`src/rtl/ldl_count_v2_pkg.sv`:
```
// Shared types for the bounded up/down step counter: terminal-action modes
// and the run/stopped state used by the one-shot mode.
package LDL_count_pkg;

  typedef enum logic [1:0] {
    LDL_CNT_WRAP    = 2'd0,
    LDL_CNT_SAT     = 2'd1,
    LDL_CNT_ONESHOT = 2'd2
  } ldl_cnt_mode_e;

  typedef enum logic {
    RUN  = 1'b0,
    DONE = 1'b1
  } ldl_cnt_state_e;

endpackage

```
`src/rtl/ldl_count_v2.sv`:
```
// Bounded up/down counter with programmable step and inclusive [min,max] window;
// terminal action is wrap, saturate or one-shot stop, all outputs registered.
module ldl_count_v2
  import LDL_count_pkg::*;
#(
  parameter int unsigned       WIDTH   = 8,
  parameter ldl_cnt_mode_e     MODE    = LDL_CNT_WRAP,
  parameter logic [WIDTH-1:0]  RST_VAL = {WIDTH{1'b0}}
) (
  input  logic             clk,
  input  logic             rst_n,
  input  logic             en,
  input  logic             clr,
  input  logic             load,
  input  logic [WIDTH-1:0] load_val,
  input  logic             dir,
  input  logic [WIDTH-1:0] step,
  input  logic [WIDTH-1:0] min,
  input  logic [WIDTH-1:0] max,
  output logic [WIDTH-1:0] dout,
  output logic             tc,
  output logic             done
);

  logic [WIDTH-1:0] dout_q, dout_d;
  logic             tc_q, tc_d;
  logic             done_q, done_d;
  ldl_cnt_state_e   state_q, state_d;

  logic [WIDTH:0]   up_sum_s;
  logic [WIDTH:0]   dn_floor_s;
  logic             up_term_s;
  logic             dn_term_s;
  logic             term_s;
  logic [WIDTH-1:0] term_val_s;

  // Terminal detection (one extra bit so sums never alias) and next-state selection.
  always_comb begin
    up_sum_s   = {1'b0, dout_q} + {1'b0, step};
    dn_floor_s = {1'b0, min} + {1'b0, step};
    up_term_s  = (up_sum_s > {1'b0, max});
    dn_term_s  = ({1'b0, dout_q} < dn_floor_s);
    term_s     = dir ? dn_term_s : up_term_s;

    case (MODE)
      LDL_CNT_WRAP:    term_val_s = dir ? max : min;
      LDL_CNT_SAT:     term_val_s = dir ? min : max;
      LDL_CNT_ONESHOT: term_val_s = dir ? min : max;
      default:         term_val_s = dir ? min : max;
    endcase

    dout_d  = dout_q;
    tc_d    = 1'b0;
    done_d  = done_q;
    state_d = state_q;

    if (clr) begin
      dout_d  = dir ? max : min;
      done_d  = 1'b0;
      state_d = RUN;
    end else if (load) begin
      dout_d  = load_val;
      done_d  = 1'b0;
      state_d = RUN;
    end else if (en && (state_q == RUN)) begin
      if (term_s) begin
        dout_d = term_val_s;
        tc_d   = 1'b1;
        if (MODE == LDL_CNT_ONESHOT) begin
          state_d = DONE;
          done_d  = 1'b1;
        end else begin
          state_d = RUN;
          done_d  = 1'b0;
        end
      end else begin
        dout_d = dir ? (dout_q - step) : (dout_q + step);
      end
    end else begin
      tc_d = 1'b0;
    end
  end

  // State and output registers; reset discards any pending terminal pulse.
  always_ff @(posedge clk or negedge rst_n) begin
    if (!rst_n) begin
      dout_q  <= RST_VAL;
      tc_q    <= 1'b0;
      done_q  <= 1'b0;
      state_q <= RUN;
    end else begin
      dout_q  <= dout_d;
      tc_q    <= tc_d;
      done_q  <= done_d;
      state_q <= state_d;
    end
  end

  assign dout = dout_q;
  assign tc   = tc_q;
  assign done = done_q;

endmodule

```
`config.mk`:
```
export PLATFORM = sky130hd
export DESIGN_NAME = ldl_count_v2
export DESIGN_NICKNAME = d
export VERILOG_FILES = /design/src/rtl/ldl_count_v2_pkg.sv /design/src/rtl/ldl_count_v2.sv
export SDC_FILE = /design/constraint.sdc
export NUM_CORES = 1
export LEC_CHECK = 0
export ABC_AREA = 0
export CORE_ASPECT_RATIO = 0.75
export CORE_MARGIN = 5
export CORE_UTILIZATION = 25
export CTS_BUF_LIST = sky130_fd_sc_hd__clkbuf_4 sky130_fd_sc_hd__clkbuf_8 sky130_fd_sc_hd__clkbuf_16
export CTS_CLUSTER_SIZE = 14
export DETAILED_ROUTE_END_ITERATION = 6
export GPL_ROUTABILITY_DRIVEN = 1
export GPL_TIMING_DRIVEN = 0
export HOLD_SLACK_MARGIN = 0.08
export PLACE_DENSITY_LB_ADDON = 0.08
export SYNTH_ARGS = -nofsm -noshare
export SYNTH_HDL_FRONTEND = slang
export SYNTH_SLANG_ARGS = --single-unit
```
`constraint.sdc`:
```
create_clock -name clk -period 4.1 [get_ports clk]
set_clock_uncertainty 0.15 [all_clocks]
set_input_delay 0.41 -clock clk [delete_from_list [all_inputs] [get_ports clk]]
set_output_delay 0.41 -clock clk [all_outputs]
set_load 0.05 [all_outputs]
```
# After elaboration in Yosys (flattened, before gate mapping)
# Cells that the tools add are included.
[word_totals]
reg_bits = 10
in_bits = 38
wordCells = 29
output_inout_bits = 10
[op_classes]
addsub = 4
n_reduce_logical = 4
magnitude_cmp = 2
bitwise = 1
n_mux = 15
[op_table]
columns = ["op", "count"]
rows = [
  ["$mux W8", 6],
  ["$add A8 B8 Y9", 2],
  ["$gt A9 B8 Y1", 1],
  ["$lt A8 B9 Y1", 1],
  ["$mux W1", 9],
  ["$add A8 B8 Y8", 1],
  ["$sub A8 B8 Y8", 1],
  ["$reduce_bool A3 Y1", 2],
  ["$reduce_and A2 Y1", 1],
  ["$logic_and A1 B1 Y1", 1],
  ["$not A1 Y1", 1],
]

# Logic depth before layout (Yosys ltp)
[logic_depth]
ltp_word = 7
depth_mapped = 16
depth_no_buf = 15

# Worst setup path before layout
# Ideal clock, no wire load.
[synth_path]
kind = "flip-flop to flip-flop"
from = "register dout_q[0], in the netlist dout[0]"
to = "register dout_q[6], in the netlist dout[6]"
slack_ps = 290
path_buffers = 1
t_arrival_ps = 3540
period_less_slack_ps = 3810
required_time_ps = 3830
path_stages_with_launch = 17
path_cell_list = "dfrtp_1 > ha_1 > inv_1 > fa_1 > nor2b_1 > o31a_1 > o21a_1 > nor2_1 > xnor2_1 > ha_1 > a211oi_2 > nand2b_1 > o221a_2 > o32ai_4 > buf_6 > nand4_1 > and3_1"
[synth_between]
elab_chain_len = 7
elab_cells_between_ends = 11
cone_classes = "add/sub: 3; order compare: 2; mux: 6"
[synth_lines]
columns = ["element", "line_no", "source"]
rows = [
  ["start, declared", "ldl_count_v2.sv:25", "logic [WIDTH-1:0] dout_q, dout_d;"],
  ["start signal, assigned", "ldl_count_v2.sv:92", "dout_q <= dout_d;"],
  ["$add A8 B8 Y9", "ldl_count_v2.sv:39", "up_sum_s = {1'b0, dout_q} + {1'b0, step};"],
  ["$gt A9 B8 Y1", "ldl_count_v2.sv:41", "up_term_s = (up_sum_s > {1'b0, max});"],
  ["$mux W1", "ldl_count_v2.sv:43", "term_s = dir ? dn_term_s : up_term_s;"],
  ["$mux W8 *", "ldl_count_v2.sv:66", "if (term_s) begin"],
  ["$mux W8 *", "ldl_count_v2.sv:65", "end else if (en && (state_q == RUN)) begin"],
  ["$mux W8 *", "ldl_count_v2.sv:61", "end else if (load) begin"],
  ["$mux W8 *", "ldl_count_v2.sv:57", "if (clr) begin"],
]
# Mark *: on every way between the ends. The rest lies on a longest branch, timed or not. The select of a mux whose other input is x is not followed.
# A chain may end at the register's enable or synchronous reset.

# Worst setup path in the final report
[layout_path]
from = "register dout_q[2], in the netlist dout[2]"
to = "register dout_q[6], in the netlist dout[6]"
# Same word-level chain as after synthesis.

==> results.tsv <==
stage	metric	value	unit
detailed_routing	drt_iter0_drc	92	
detailed_routing	viasPerCell	4.945	
worst_setup_path	crit_type	reg2reg	
global_route	grt_pass1_vias	2142	
power	powerDensity	392.4	mW/mm^2
worst_setup_path	critPathRequiredTime	4070	ps
timing	max_freq	0.2593	GHz
clock_tree	clk_latency	230	ps
yosys	netlist_instances	274	
clock_tree	clock-sinks	9	
final_layout	layout_commonest_cell	clkdlybuf4s50_1	
detailed_routing	routedWlPerCell	16.58	microns
yosys	synth_top_family_by_area	compound AO/OA/AOI/OAI gates	
flow_run	drv_cap	0	
power	p_sw_frac	0.4609	
worst_setup_path	cp_max_fo	6	
detailed_routing	routed_wirelength	7214	microns
global_route	grt.overflow.total	0	
yosys	synth_compound_area_frac	0.2637	
global_route	use_met3	0.02880	
final_layout	final_cell_mix	clkdlybuf4s50_1 (40), ha_1 (38), nor2_1 (28)	
worst_hold_path	hp-class	in2async	
yosys	avgSynthCellArea	7.845	sq um
final_layout	antenna_cells	0	
yosys	synth.cell_area	0.002150	sq mm
die	rows	29	
power	power.switching	0.0005195	W
clock_tree	clk_pin_slew_worst_paths	40	ps
timing	timing.hold.ws	355.3	ps
run_status	status	finished clean	
clock_tree	htreeDepth	1	
final_layout	layout-drive-gt1-share	0.08869	
die	io_pins	48	
timing	period_share	0.9405	
global_route	grt_max_degree	11	
yosys	synth_top_cell_by_area	ha_1	
yosys	synth-seq-cells	9	
global_route	grtUsageMet2	0.1894	
final_layout	fin_cells	435	
worst_setup_path	regToRegSetupSlack	240	ps
place	place_congestion	0.8059	
worst_setup_path	cp.arrival	3830	ps
timing	drv_slew	0	
place	dp.cells	426	
worst_setup_path	endpoint_kind	register	
yosys	synth-main-ff-cell	dfrtp_1	
timing	hold_viol_final	0	
yosys	syn_nets	354	
die	start_util	0.2554	
timing	slew_headroom	0.5995	
clock_tree	cts_buffers	3	
worst_setup_path	worstRegToRegCells	14	
worst_setup_path	r2r_start	dout[2]	
yosys	synth-edff-count	0	
yosys	synth.distinct_cells	46	
final_layout	nNetsFinal	408	
die	coreArea	0.008418	sq mm
power	total_leakage_power	1.264	nW
die	die_area	0.01057	sq mm
yosys	yosysSeqAreaShare	0.1048	
global_route	antenna_found_initial	0	
die	die_width	117.1	microns
worst_setup_path	reg2reg_to	dout[6]	
yosys	synth_top_area_frac	0.2270	
place	io_buffer_count	44	
yosys	synthArstFlopShare	1.000	
clock_tree	cts_buffer_depth	2	
yosys	yosys_warnings	0	
global_route	grt.total_usage	0.1385	
die	die_h	90.31	microns
power	ir_worst_vdd	0.1702	mV
clock_tree	cts_tree	done	
detailed_routing	ant_nets	0	
detailed_routing	num_vias	2151	
timing	tightestPinTransition	600.8	ps
yosys	synthSimpleGateAreaFrac	0.1653	
global_route	busiest_layer	met1	
yosys	synth_xor_area_frac	0.09779	
global_route	use_met1	0.2233	
power	internal_power	0.0006077	W
power	combPwrFrac	0.712	
final_layout	syn2layout_area_growth	33.64	%
clock_tree	cts_root_buffer	clkbuf_16	
detailed_routing	drcViolationCount	0	
timing	finalSetupViolations	0	
detailed_routing	first_pass_iters	4	
power	p_seq_frac	0.127	
yosys	synth-adder-area-share	0.2549	
power	clockPowerShare	0.161	
yosys	synthMuxAreaShare	0.04889	
yosys	ys_top_cells_by_area	ha_1 (23%), dfrtp_1 (10%), xnor2_1 (7.7%)	
place	hpwl	5922	microns
timing	period_needed	3856	ps
global_route	grt_pass1_wl	11590	microns
worst_setup_path	start_kind	register	
[power groups by stage]
stage,Combinational [W],Clock (W),Sequential [W]
after floorplan,0.000489,0,0.000187
after global placement,0.000755,0,0.000146
after detailed placement,0.000755,0,0.000144
after CTS,0.000775,0.000187,0.000144
after global routing,0.000887,0.000192,0.000148
final,0.000802,0.000182,0.000143
[metrics by stage]
step                TNS, ps  total power (W)  instance area, sq um  setup slack (ps)  utilization
finish                    0         0.001127                  2873             243.9       0.3413
global route         -11.00         0.001227                  2873            -11.00       0.3413
CTS                       0         0.001106                  2823             38.17       0.3353
detailed placement    -3594        0.0008996                  2725            -498.0       0.3237
global placement      -3802        0.0009009                  2725            -519.5       0.3237
floorplan                 0        0.0006763                  2150             290.0            -
[area by class of cell]
cell class / count / area (sq um)
repair buffers: 49 / 466.7
well taps: 108 / 135.1
clock buffers: 4 / 82.58
fillers: 925 / 5545
plain buffers: 10 / 48.80
inverters: 23 / 86.33
multi-input cells: 232 / 1827
flip-flops and latches: 9 / 226.5
[critical path: stages, from the launching register on]
cell and delay, ps:
dfrtp_1 480, ha_1 370, nor2b_1 160, o31a_1 330, o21a_1 180, nor2_1 110, xnor2_1 130, ha_1 290
a211oi_2 250, nand2b_1 80, o221a_2 300, o32ai_4 420, buf_6 190, nand4_1 80, and3_1 210
[sequential cells by signal, indices dropped and copies added, names as in the netlist]
signal,cells
dout,8
tc,1
[per-layer routing]
layer  vias to the layer above  part of all wire
li1                       1101                 -
met1                       988              0.54
met2                        56              0.39
met3                         6             0.056
met4                         0             0.010
met5                         -                 0
[synth_stat cells, drive strengths merged (3+ instances only)]
library cell  count
dfrtp             9
mux2i             6
ha               39
a211oi            7
nor2             28
clkbuf            8
a21oi            26
nand2             8
nand2b            5
inv              23
a2111oi           3
o21bai            4
a21o              5
nand4             3
o21ai            12
xnor2            19
nor2b             7
a31oi             4
o21a              6
mux2              4
nor3              7
fa                3
xor2              5
nor4              5
and3              3
[repair_timing]
action | 4_1_cts | 5_1_grt
setup buffers | 2 | 2
pin swaps | 2 | 2
resized for setup | 4 | 13
hold buffers | 0 | 0
setup endpoints to repair | 9 | 8
cloned | 0 | 1
[cell families after synthesis]
kind of cell	count (synthesis)
muxes	10
adders and majority gates	42
other	1
AOI/OAI and AO/OA	82
DFF	9
xor gates and xnor gates	24
buffers and inverters	33
and+or+nand+nor	73
[worst max-delay path by stage]
stage | startpoint | slack (ps) | cells past startpoint | end
5_1_grt | min[1] | -10 | 16 | dout[0]
3_5_place_dp | step[1] | -500 | 16 | dout[6]
3_3_place_gp | step[1] | -520 | 16 | dout[6]
4_1_cts | min[1] | 40 | 16 | dout[0]
2_1_floorplan | dout[0] | 290 | 16 | dout[6]
6_report | dout[2] | 240 | 14 | dout[6]
Power figures use the tool's default switching activity.
